<file path="src/rtl/uart_pkg.sv">
// Shared definitions for the parametrised UART transmitter: FSM state codes,
// parity mode constants and the parity helper.
package uart_pkg;

    typedef logic [2:0] state_t;

    localparam state_t ST_IDLE   = 3'd0;
    localparam state_t ST_START  = 3'd1;
    localparam state_t ST_DATA   = 3'd2;
    localparam state_t ST_PARITY = 3'd3;
    localparam state_t ST_STOP   = 3'd4;

    localparam int PAR_NONE = 32'sd0;
    localparam int PAR_EVEN = 32'sd1;
    localparam int PAR_ODD  = 32'sd2;

    // Zero-extended data leaves the XOR reduction unchanged, so 9 bits covers every legal DATA_W.
    function automatic logic calc_parity(input logic [8:0] data, input int mode);
        logic p;
        case (mode)
            PAR_EVEN: p = ^data;
            PAR_ODD:  p = ~^data;
            default:  p = 1'b0;
        endcase
        return p;
    endfunction

endpackage

</file>
<file path="src/rtl/uart_baud_gen.sv">
// Bit-period divider: pulses baud_en on the last clock of each bit period
// while run is high, and holds its count at zero whenever run is low.
module uart_baud_gen #(
    parameter int CLKS_PER_BIT = 434
) (
    input  logic clk,
    input  logic reset,
    input  logic run,
    output logic baud_en
);

    localparam int CW = (CLKS_PER_BIT > 1) ? $clog2(CLKS_PER_BIT) : 1;
    localparam logic [CW-1:0] CNT_MAX = CW'(CLKS_PER_BIT - 1);

    logic [CW-1:0] count_r;

    // bit-period counter, wraps on the same edge that baud_en is seen
    always_ff @(posedge clk or negedge reset) begin
        if (!reset) begin
            count_r <= CW'(0);
        end else if (!run) begin
            count_r <= CW'(0);
        end else if (count_r == CNT_MAX) begin
            count_r <= CW'(0);
        end else begin
            count_r <= count_r + CW'(1);
        end
    end

    assign baud_en = run && (count_r == CNT_MAX);

endmodule

</file>
<file path="src/rtl/uart_tx_param.sv">
// Parametrised UART transmitter: valid/ready word input, LSB-first frame with
// start bit, optional parity and 1 or 2 stop bits, internal baud divider.
module uart_tx_param
    import uart_pkg::*;
#(
    parameter int DATA_W       = 8,
    parameter int CLKS_PER_BIT = 434,
    parameter int PARITY       = 0,
    parameter int STOP_BITS    = 1
) (
    input  logic              clk,
    input  logic              reset,
    input  logic              tx_valid,
    input  logic [DATA_W-1:0] tx_data,
    output logic              tx_ready,
    output logic              txd,
    output logic              busy,
    output logic              baud_en
);

    localparam int IW = $clog2(DATA_W + 1);
    localparam logic [IW-1:0] LAST_DATA = IW'(DATA_W - 1);
    localparam logic [IW-1:0] LAST_STOP = IW'(STOP_BITS - 1);

    if (DATA_W < 5 || DATA_W > 9) begin : g_bad_data_w
        $error("uart_tx_param: DATA_W must be 5..9");
    end
    if (PARITY < 0 || PARITY > 2) begin : g_bad_parity
        $error("uart_tx_param: PARITY must be 0, 1 or 2");
    end
    if (STOP_BITS < 1 || STOP_BITS > 2) begin : g_bad_stop
        $error("uart_tx_param: STOP_BITS must be 1 or 2");
    end
    if (CLKS_PER_BIT < 2) begin : g_bad_cpb
        $error("uart_tx_param: CLKS_PER_BIT must be at least 2");
    end

    state_t              state_r, next_state_s;
    logic [DATA_W-1:0]   shift_r, shift_nx_s;
    logic [IW-1:0]       bit_idx_r, bit_idx_nx_s;
    logic                parity_r;
    logic                accept_s, baud_s;
    logic                txd_r, ready_r, busy_r;
    logic                txd_nx_s, ready_nx_s, busy_nx_s;

    assign accept_s = (state_r == ST_IDLE) && tx_valid;

    uart_baud_gen #(.CLKS_PER_BIT(CLKS_PER_BIT)) u_baud (
        .clk     (clk),
        .reset   (reset),
        .run     (busy_r),
        .baud_en (baud_s)
    );

    // FSM state register
    always_ff @(posedge clk or negedge reset) begin
        if (!reset) begin
            state_r <= ST_IDLE;
        end else begin
            state_r <= next_state_s;
        end
    end

    // FSM next-state logic; every transition out of a busy state waits for baud_en
    always_comb begin
        next_state_s = state_r;
        case (state_r)
            ST_IDLE:   if (accept_s) next_state_s = ST_START; else next_state_s = ST_IDLE;
            ST_START:  if (baud_s) next_state_s = ST_DATA; else next_state_s = ST_START;
            ST_DATA: begin
                if (baud_s && (bit_idx_r == LAST_DATA)) begin
                    next_state_s = (PARITY != PAR_NONE) ? ST_PARITY : ST_STOP;
                end else begin
                    next_state_s = ST_DATA;
                end
            end
            ST_PARITY: if (baud_s) next_state_s = ST_STOP; else next_state_s = ST_PARITY;
            ST_STOP: begin
                if (baud_s && (bit_idx_r == LAST_STOP)) next_state_s = ST_IDLE;
                else next_state_s = ST_STOP;
            end
            default:   next_state_s = ST_IDLE;
        endcase
    end

    // next shift register and bit index; index restarts on entry to DATA and STOP
    always_comb begin
        shift_nx_s   = shift_r;
        bit_idx_nx_s = bit_idx_r;
        if (accept_s) begin
            shift_nx_s   = tx_data;
            bit_idx_nx_s = IW'(0);
        end else if ((state_r == ST_DATA) && baud_s) begin
            shift_nx_s   = shift_r >> 1;
            bit_idx_nx_s = (next_state_s == ST_DATA) ? bit_idx_r + IW'(1) : IW'(0);
        end else if ((state_r == ST_STOP) && baud_s) begin
            shift_nx_s   = shift_r;
            bit_idx_nx_s = bit_idx_r + IW'(1);
        end else if ((state_r != ST_DATA) && (next_state_s == ST_DATA)) begin
            shift_nx_s   = shift_r;
            bit_idx_nx_s = IW'(0);
        end else begin
            shift_nx_s   = shift_r;
            bit_idx_nx_s = bit_idx_r;
        end
    end

    // output decode of the state being entered, so the outputs can be registered
    always_comb begin
        txd_nx_s   = 1'b1;
        ready_nx_s = 1'b0;
        busy_nx_s  = 1'b1;
        case (next_state_s)
            ST_IDLE: begin
                ready_nx_s = 1'b1;
                busy_nx_s  = 1'b0;
            end
            ST_START:  txd_nx_s = 1'b0;
            ST_DATA:   txd_nx_s = shift_nx_s[0];
            ST_PARITY: txd_nx_s = parity_r;
            ST_STOP:   txd_nx_s = 1'b1;
            default: begin
                txd_nx_s   = 1'b1;
                ready_nx_s = 1'b1;
                busy_nx_s  = 1'b0;
            end
        endcase
    end

    // datapath and output registers
    always_ff @(posedge clk or negedge reset) begin
        if (!reset) begin
            shift_r   <= DATA_W'(0);
            bit_idx_r <= IW'(0);
            parity_r  <= 1'b0;
            txd_r     <= 1'b1;
            ready_r   <= 1'b1;
            busy_r    <= 1'b0;
        end else begin
            shift_r   <= shift_nx_s;
            bit_idx_r <= bit_idx_nx_s;
            if (accept_s) begin
                parity_r <= calc_parity(9'(tx_data), PARITY);
            end
            txd_r     <= txd_nx_s;
            ready_r   <= ready_nx_s;
            busy_r    <= busy_nx_s;
        end
    end

    assign txd      = txd_r;
    assign tx_ready = ready_r;
    assign busy     = busy_r;
    assign baud_en  = baud_s;

endmodule

</file>
<file path="config.mk">
export PLATFORM = sky130hd
export DESIGN_NAME = uart_tx_param
export DESIGN_NICKNAME = d
export VERILOG_FILES = /design/src/rtl/uart_pkg.sv /design/src/rtl/uart_baud_gen.sv /design/src/rtl/uart_tx_param.sv
export SDC_FILE = /design/constraint.sdc
export NUM_CORES = 1
export LEC_CHECK = 0
export ABC_AREA = 1
export CAP_MARGIN = 10
export CORE_MARGIN = 5
export CORE_UTILIZATION = 40
export CTS_CLUSTER_SIZE = 30
export DETAILED_ROUTE_END_ITERATION = 8
export SLEW_MARGIN = 30
export SYNTH_ARGS = -nofsm -noshare
export SYNTH_HDL_FRONTEND = slang
export SYNTH_SLANG_ARGS = --single-unit
</file>
<file path="constraint.sdc">
create_clock -name clk -period 1.87 [get_ports clk]
set_input_delay 0.187 -clock clk [delete_from_list [all_inputs] [get_ports clk]]
set_output_delay 0.187 -clock clk [all_outputs]
set_load 0.005 [all_outputs]
</file>
Word-level counts from Yosys, hierarchy flattened
Index checks and enable logic that the tools add are counted.
- flip-flop bits (word level): 27
- input bits: 11
- output and inout bits: 4
- logic and storage cells: 52
- add/subtract/negate cells: 2
- equality and inequality tests: 11
- mux-type cells: 18
- reduce and logical (&&, ||, !) cells: 13
- operators by type and width (kind ; number):
    $mux 4 ; 5
    $mux 9 ; 2
    $mux 8 ; 2
    $pmux 3 s5 ; 1
    $eq 3x2->1 const B ; 4
    $add 9x1->9 const B ; 1
    $eq 9x9->1 const B ; 1
    $mux 3 ; 3
    $logic_and 1x1->1 ; 7
    $eq 3x1->1 const B ; 2
    $eq 3x3->1 const B ; 2
    $add 4x1->4 const B ; 1
    $eq 4x3->1 const B ; 1
    $logic_not 4->1 ; 1
    $reduce_bool 4->1 ; 1
    $reduce_or 4->1 ; 1
    $logic_not 3->1 ; 1
    $mux 1 ; 3
    $ne 3x2->1 const B ; 1
    $mux 2 ; 1
    $pmux 1 s2 ; 1
    $reduce_bool 2->1 ; 1
    $reduce_or 2->1 ; 1

Logic depth before layout (Yosys ltp)
Gate-level depths: netlist (run 1).
- depth in word-level cells: 11
- depth in mapped cells: 12
- mapped depth without buffers: 12

Cells and area by module
From an unflattened synthesis (run 1), not the netlist that was laid out.
- cell total of the unflattened synthesis: 173
- area, all modules: 1480.2 sq um
- by module, submodules not included (module ; times used ; cells each ; area an instance (sq um) ; seq. area each (sq um)):
    uart_tx_param ; 1 ; 112 ; 973.4 ; 452.9
    uart_baud_gen ; 1 ; 61 ; 506.7 ; 225.2

Worst setup path before layout (run 1)
OpenSTA, ideal clock, no wires.
- path kind: reg-to-reg
- start point: reg u_baud.count_r[1]
- end point: reg bit_idx_r[2]
- setup time: 0.117 ns
- data arrival time: 1.322 ns
- data required time: 1.753 ns
- setup slack: 0.431 ns
- stages on the path, launching flop included: 12
- path buffers: 0
- period minus slack after synthesis: 1.439 ns
- cells stage by stage: dfrtp_1 inv_1 ha_1 inv_1 nor2_1 nand2_1 nor2_4 nand2_2 nor2_4 nor2_1 nand3_1 nand2_1
- word-level cells in the longest chain between the ends: 9
- elaborated cells between the ends (all ways): 18
- those cells by class: eq/ne: 2; mux: 9; reduce/logical: 7
- RTL lines (element ; line ; RTL):
    start, declared ; uart_baud_gen.sv:15 ; logic [CW-1:0] count_r;
    start signal, assigned ; uart_baud_gen.sv:26 ; count_r <= count_r + CW'(1);
    $eq 9x9->1 * ; uart_baud_gen.sv:30 ; assign baud_en = run && (count_r == CNT_MAX);
    $logic_and 1x1->1 * ; uart_baud_gen.sv:30 ;
    $logic_and 1x1->1 (on tied branches) ; uart_tx_param.sv:71, uart_tx_param.sv:79 ;
    $mux 3 (on tied branches) ; uart_tx_param.sv:71, uart_tx_param.sv:79 ;
    $pmux 3 s5 ; uart_tx_param.sv:67 ; case (state_r)
    $eq 3x2->1 ; uart_tx_param.sv:95, uart_tx_param.sv:99 ;
    $mux 4 ; uart_tx_param.sv:95 ; bit_idx_nx_s = (next_state_s == ST_DATA) ? bit_idx_r + IW'(1) : IW'(0);
    $mux 4 ; uart_tx_param.sv:93 ; end else if ((state_r == ST_DATA) && baud_s) begin
    $mux 4 ; uart_tx_param.sv:90 ; if (accept_s) begin
    end signal, assigned ; uart_tx_param.sv:141 ; bit_idx_r <= bit_idx_nx_s;
    end, declared ; uart_tx_param.sv:40 ; logic [IW-1:0] bit_idx_r, bit_idx_nx_s;
Mark *: on every way between the ends. The rest lies on a longest branch, timed or not.
A chain may end at the register's enable or synchronous reset.

Worst setup path after layout (run 1)
- start point: reg u_baud.count_r[1]
- end point: out baud_en
- word-level cells in the longest chain between the ends: 2
- RTL lines (element ; line ; RTL):
    $eq 9x9->1 ; uart_baud_gen.sv:30 ;
    $logic_and 1x1->1 ; uart_baud_gen.sv:30 ;
    end, declared ; uart_tx_param.sv:18 ; output logic baud_en
Every way passes these cells.

==> metrics.md, run 1 <==
| Metric | Value |
|---|---|
| Power Density | `528 nW/um^2` |
| P_sw | `~210 uW` |
| Worst min path class | `input port to async pin` |
| Synth Flop Type | `dfrtp_1` |
| Port-buffer cells | `14` |
| DR iter-0 viols | `between 60 and 70` |
| Sequential element share of the synthesized area | `43.5%` |
| Final hold vios | `0` |
| # rows | `22` |
| Syn_nets | `214` |
| 1st-pass router iterations | `4` |
| Fin crit share | `93.7%` |
| Die H | `roughly 72 um` |
| Area Overhead vs Synth | `17.3%` |
| Setup violators final | `0` |
| Synth cell count leaders | `nand2_1, dfrtp_1, nand3_1` |
| Number of I/O pins | `15` |
| Clock Skews | `about 0.013 ns` |
| Die area | `5250 um^2` |
| Register bit total from synthesis | `27` |
| WP buf/inv | `2` |
| Slowest-stage cell, CP | `dfrtp_1` |
| Initial antenna violation count | `0` |
| Dpl hpwl | `2360 um` |
| Area after DPL | `between 1500 and 2000 um^2` |
| Setup TNS | `0 ns` |
| Sequential share of power | `60.5%` |
| Worst-path clk slew | `~0.1 ns` |
| Die W | `72.4 um` |
| Logic pwr share | `3.5%` |
| Root Buffer | `clkbuf_8` |
| Synth cell types | `32` |
| Ant diodes | `0` |
| CTS tree | `done` |
| CP arrival | `1.56 ns` |
| Type of the worst setup path | `flop to output port` |
| Mapped cell area | `1560 um^2` |
| Worst path required time | `between 1.5 and 2 ns` |
| Ys async rst share | `100%` |
| Status | `finished, final reports clean` |
| Mapped Avg Cell Area | `7.83 um^2` |
| Finished Layout Cells | `267` |
| RSZ-0062 raised after global routing | `no` |
| Initial Util | `42.0%` |
| Worst setup EP type | `output port` |
| Routed len/inst | `around 11 um` |
| H-Tree Level Count | `1` |
| Layout cell share with drive strength beyond 1 | `17.8%` |
| Slowest cell delay on critical path | `~0.4 ns` |
| Wirelength, routed | `3060 um` |
| Fill count | `385` |
| Area taken by multi-input logic gates | `around 790 um^2` |
| Total grt overflow | `0` |
| P_leak | `0.846 nW` |
| Largest area contributor in the netlist | `dfrtp_1` |
| Via/cell ratio | `between 4 and 5` |
| First-pass GRT wire length | `5120 um` |
| Post-DRT Antenna Nets | `0` |
| RePlAce Congestion | `0.866` |
| Headroom to the max-slew limit | `76.1%` |
| Vias after detailed routing | `1301` |
| Finished Cell Area | `1830 um^2` |
| VDD IR-drop max | `0.233 mV` |
| Worst skew pair latency | `0.28 ns` |
| Number of remaining DRC errors | `0` |
| Power Internal | `755 uW` |
| Total clock sinks | `27` |
| Clock power frac | `between 30% and 40%` |
| EDFF count, synth | `0` |
| Sw Ratio | `approximately 22%` |
| Fin nets | `~240` |
| Total track usage | `12.4%` |
| Worst-Margin Slew | `0.358 ns` |
| Number of global-route vias before repair | `1205` |
| Crit-path max FO | `4` |
| Maximum buffer depth of the clock tree | `2` |
| Num CTS Buffers | `3` |
| Yosys warnings | `0` |
| Placed Cells | `261` |
| Overall power | `964 uW` |
| Largest net degree at the start of global routing | `28` |
| Cts hold-fix bufs | `0` |
| Post-layout min period | `~1.8 ns` |
| Final slew viol count | `0` |
| Core area | `~3700 um^2` |
| Cell family with most CP delay | `simple AND/OR/NAND/NOR gates` |
| Count leader, synth | `nand2_1` |
| Area contributors post-synth | `dfrtp_1, nand2_1, nand3_1, nor2_1, inv_1` |
| Critical path, cell by cell | `inv_1 -> ha_2 -> nand2_1 -> nor2_1 -> nand2_2 -> nor2_4 -> dlygate4sd2_1` |
| Max_cap viols | `0` |
| Type of origin of the critical path | `flop` |
| FF+latch area | `678 um^2` |
| Mapped Cells | `199` |
| Share of the synthesized area in the top cell type | `about two fifths` |
| Fmax | `0.571 GHz` |
cells in the final DEF (no fill, tap or decap):
master	netlist	final
a21oi_1	2	2
a31o_2	1	1
a31oi_1	1	1
and2_1	1	1
buf_4	0	5
clkbuf_8	0	3
clkdlybuf4s50_1	0	13
clkinv_2	1	1
clkinvlp_4	0	1
dfrtp_1	25	25
dfstp_2	2	2
dlygate4sd2_1	0	1
ha_1	4	3
ha_2	0	1
inv_1	15	15
inv_2	4	4
nand2_1	61	60
nand2_2	6	7
nand2_4	1	1
nand3_1	25	25
nand3_2	1	1
nand3_4	1	1
nand4_1	2	2
nand4_2	1	1
nor2_1	21	21
nor2_2	2	2
nor2_4	5	5
nor3_1	2	2
nor3b_1	2	2
nor4_1	1	1
o211ai_1	1	1
o21ai_0	2	2
o21ai_2	2	2
or2_2	1	1
xnor2_1	1	1
xor2_1	2	2
registers in the layout, indices dropped and copies added, names as in the netlist:
register,count
txd,1
u_baud.count_r,9
bit_idx_r,4
shift_r,8
busy,1
state_r,3
tx_ready,1
cells by family (layout without fill, tap and decap cells):
group | count (synthesis) | after routing | share of synthesized area (%)
and+or+nand+nor | 133 | 133 | 41.5
DFF | 27 | 27 | 43.5
buffers and inverters | 23 | 43 | 6.26
AOI/OAI and AO/OA | 9 | 9 | 3.85
adders and majority gates | 4 | 4 | 3.21
xor gates and xnor gates | 3 | 3 | 1.69
per-stage QoR:
step / hold WS, ns / setup WS, ns / util, %
after floorplan: -0.109 / 0.431 / -
after global placement: 0.471 / 0.144 / 47.4
final: 0.275 / 0.119 / 49.2
after CTS: 0.288 / 0.0969 / 49.2
after detailed placement: 0.473 / 0.0935 / 47.4
after global routing: 0.315 / 0.0282 / 49.2
power groups by stage:
stage	registers (mW)	logic (mW)	clock network, mW
after CTS	0.584	0.0346	0.360
after global routing	0.584	0.0378	0.378
final	0.584	0.0333	0.348
after global placement	0.595	0.0340	0
after detailed placement	0.595	0.0347	0
after floorplan	0.595	0.00000527	0
path summary, 6_finish.rpt:
kind                                             startpoint                           to  slack (ns)  depth (start not counted)
worst min-delay path                                  reset  u_baud.count_r[4]$_DFF_PN0_        0.27                          2
worst max register to register  u_baud.count_r[1]$_DFF_PN0_     bit_idx_r[3]$_DFFE_PN0P_        0.21                         10
worst max-delay path            u_baud.count_r[1]$_DFF_PN0_                      baud_en        0.12                          7
max in group asynchronous                             reset           tx_ready$_DFF_PN1_        1.27                          2
worst min register to register       shift_r[3]$_DFFE_PN0P_       shift_r[2]$_DFFE_PN0P_        0.49                          2
min in group clk                                 tx_data[7]       shift_r[7]$_DFFE_PN0P_        0.44                          3
what timing repair did:
action | in CTS | in global routing
gates resized for setup | 3 | 0
endpoints found under the setup margin | 1 | 0
buffers inserted | 2 | 0
final cells by class:
class	instances	area share, %
Multi-Input combinational cell	149	43.1
Sequential cell	27	37.1
Timing Repair Buffer	19	9.65
Inverter	20	4.18
Tap cell	48	3.29
Clock buffer	3	2.26
Clock inverter	1	0.411
layer usage:
layer  vias to the layer above  wire length, um  GRT usage, %
met1                       602             1460          16.4
li1                        672                -             -
met5                         -                0             0
met3                         4              103          2.08
met4                         0               44          5.12
met2                        23             1450          20.2
Power figures use the tool's default switching activity.
==> run 2: changes to the inputs <==
--- a/config.mk
+++ b/config.mk
@@ -7,7 +7,7 @@
 export LEC_CHECK = 0
 export ABC_AREA = 1
 export CAP_MARGIN = 10
-export CORE_MARGIN = 5
+export CORE_MARGIN = 1
 export CORE_UTILIZATION = 40
 export CTS_CLUSTER_SIZE = 30
 export DETAILED_ROUTE_END_ITERATION = 8
==> metrics.md, run 2 (synthesis gave the netlist of run 1 again) <==
| Metric | Value |
|---|---|
| Worst path required time | `1.68 ns` |
| Finished Layout Cells | `267` |
| Final hold vios | `0` |
| Worst skew pair latency | `0.28 ns` |
| Num CTS Buffers | `3` |
| Largest regs | `u_baud.count_r x9, shift_r x8, bit_idx_r x4` |
| Total grt overflow | `0` |
| WP buf/inv | `2` |
| Setup ws final | `0.151 ns` |
| Fin nets | `between 200 and 250` |
| VDD IR-drop max | `between 0.2 and 0.25 mV` |
| Sw Ratio | `20.6%` |
| P_sw | `197 uW` |
| CP arrival | `around 1.5 ns` |
| Worst min path class | `input port to async pin` |
| Post-DRT Antenna Nets | `0` |
| Max_cap viols | `0` |
| Number of I/O pins | `15` |
| Fmax | `~0.58 GHz` |
| Total clock sinks | `27` |
| Sequential share of power | `roughly three fifths` |
| Root Buffer | `clkbuf_8` |
| Post-layout min period | `1.72 ns` |
| P_leak | `between 0.8 and 0.9 nW` |
| CTS tree | `done` |
| Number of remaining DRC errors | `0` |
| Routed len/inst | `between 10 and 15 um` |
| Clock Skews | `0.00353 ns` |
| # rows | `22` |
| Setup TNS | `0 ns` |
| Slowest-stage cell, CP | `dfrtp_1` |
| Core area | `3690 um^2` |
| Commonest non-fill, non-tap cells in the layout | `nand2_1, nand3_1, dfrtp_1` |
| Vias after detailed routing | `about 1300` |
| Die H | `64.4 um` |
| Cell family with most CP delay | `simple AND/OR/NAND/NOR gates` |
| Critical path, cell by cell | `inv_1 -> ha_2 -> nand2_1 -> nor2_1 -> nand2_2 -> nor2_4 -> dlygate4sd2_1` |
| Power Internal | `756 uW` |
| Setup violators final | `0` |
| Layout cell share with drive strength beyond 1 | `17.4%` |
| First-pass GRT wire length | `5450 um` |
| Most flops, register | `u_baud.count_r` |
| Overall power | `~950 uW` |
| Dpl hpwl | `between 2000 and 2500 um` |
| Fin crit share | `91.9%` |
| Wirelength, routed | `3000 um` |
| Port-buffer cells | `14` |
| 1st-pass router iterations | `4` |
| Number of global-route vias before repair | `approximately 1300` |
| Finished Cell Area | `1820 um^2` |
| Die W | `between 60 and 70 um` |
| Worst-Margin Slew | `0.344 ns` |
| Slowest cell delay on critical path | `0.39 ns` |
| Clock power frac | `a little over a third` |
| Area after DPL | `1770 um^2` |
| Maximum buffer depth of the clock tree | `2` |
| Largest net degree at the start of global routing | `28` |
| Status | `finished, final reports clean` |
| Power Density | `522 nW/um^2` |
| Final slew viol count | `0` |
| RePlAce Congestion | `~0.8` |
| Initial Util | `42.3%` |
| Worst-path clk slew | `0.09 ns` |
| H-Tree Level Count | `1` |
| Util after Layout | `49.5%` |
| DR iter-0 viols | `39` |
| Worst setup EP type | `output port` |
| RSZ-0062 raised after global routing | `no` |
| Logic pwr share | `3.4%` |
| Ant diodes | `0` |
| Via/cell ratio | `4.91` |
| Initial antenna violation count | `0` |
| Crit-path max FO | `4` |
| Area Overhead vs Synth | `17.0%` |
| Placed Cells | `between 200 and 300` |
| Hold Slack | `0.280 ns` |
| Type of origin of the critical path | `flop` |
| Dpl ws | `0.169 ns` |
| Type of the worst setup path | `flop to output port` |
| Total track usage | `between 10% and 20%` |
| Die area | `4150 um^2` |
| Max reg flops | `9` |
| Most common cell after layout, fill and taps aside | `nand2_1` |
| Headroom to the max-slew limit | `approximately 77%` |
==> run 2: layout make-up <==
type / instances / area, um^2
fillers: 377 / 1860
well taps: 48 / 60.1
clock buffers: 4 / 45.0
multi-input cells: 149 / 788
inverters: 20 / 76.3
repair buffers: 19 / 176
flip-flops and latches: 27 / 678
==> run 2: worst paths after layout <==
check                      depth (start not counted)                     endpoint  slack [ns]                         from
setup / recovery                                   7                      baud_en        0.15  u_baud.count_r[1]$_DFF_PN0_
hold reg to reg                                    2       shift_r[4]$_DFFE_PN0P_        0.49       shift_r[5]$_DFFE_PN0P_
min in group clk                                   3       shift_r[7]$_DFFE_PN0P_        0.44                   tx_data[7]
hold / removal                                     2  u_baud.count_r[4]$_DFF_PN0_        0.28                        reset
setup reg to reg                                  10     bit_idx_r[1]$_DFFE_PN0P_        0.21  u_baud.count_r[1]$_DFF_PN0_
max in group asynchronous                          2           tx_ready$_DFF_PN1_        1.29                        reset
==> run 2: routing by layer <==
layer | vias up | GRT usage (%) | part of all wire (%) | wire length [um]
li1 | 673 | - | - | -
met1 | 613 | 21.3 | 48 | 1430
met5 | - | 0 | 0 | 0
met4 | 0 | 8.61 | 2.5 | 74
met2 | 19 | 28.2 | 47 | 1420
met3 | 6 | 2.11 | 2.4 | 72
==> run 2: power by group through the flow <==
stage	Clock, mW	Combinational, mW	Sequential (mW)
after floorplan	0	0.00000527	0.595
after global placement	0	0.0336	0.595
after detailed placement	0	0.0341	0.595
after CTS	0.354	0.0342	0.584
after global routing	0.372	0.0368	0.584
final	0.336	0.0327	0.584
==> run 2: repair_timing <==
item                                    CTS  global route
endpoints found under the setup margin    1             0
hold buffers                              0             0
buffers inserted                          1             0
gates resized for setup                   3             0
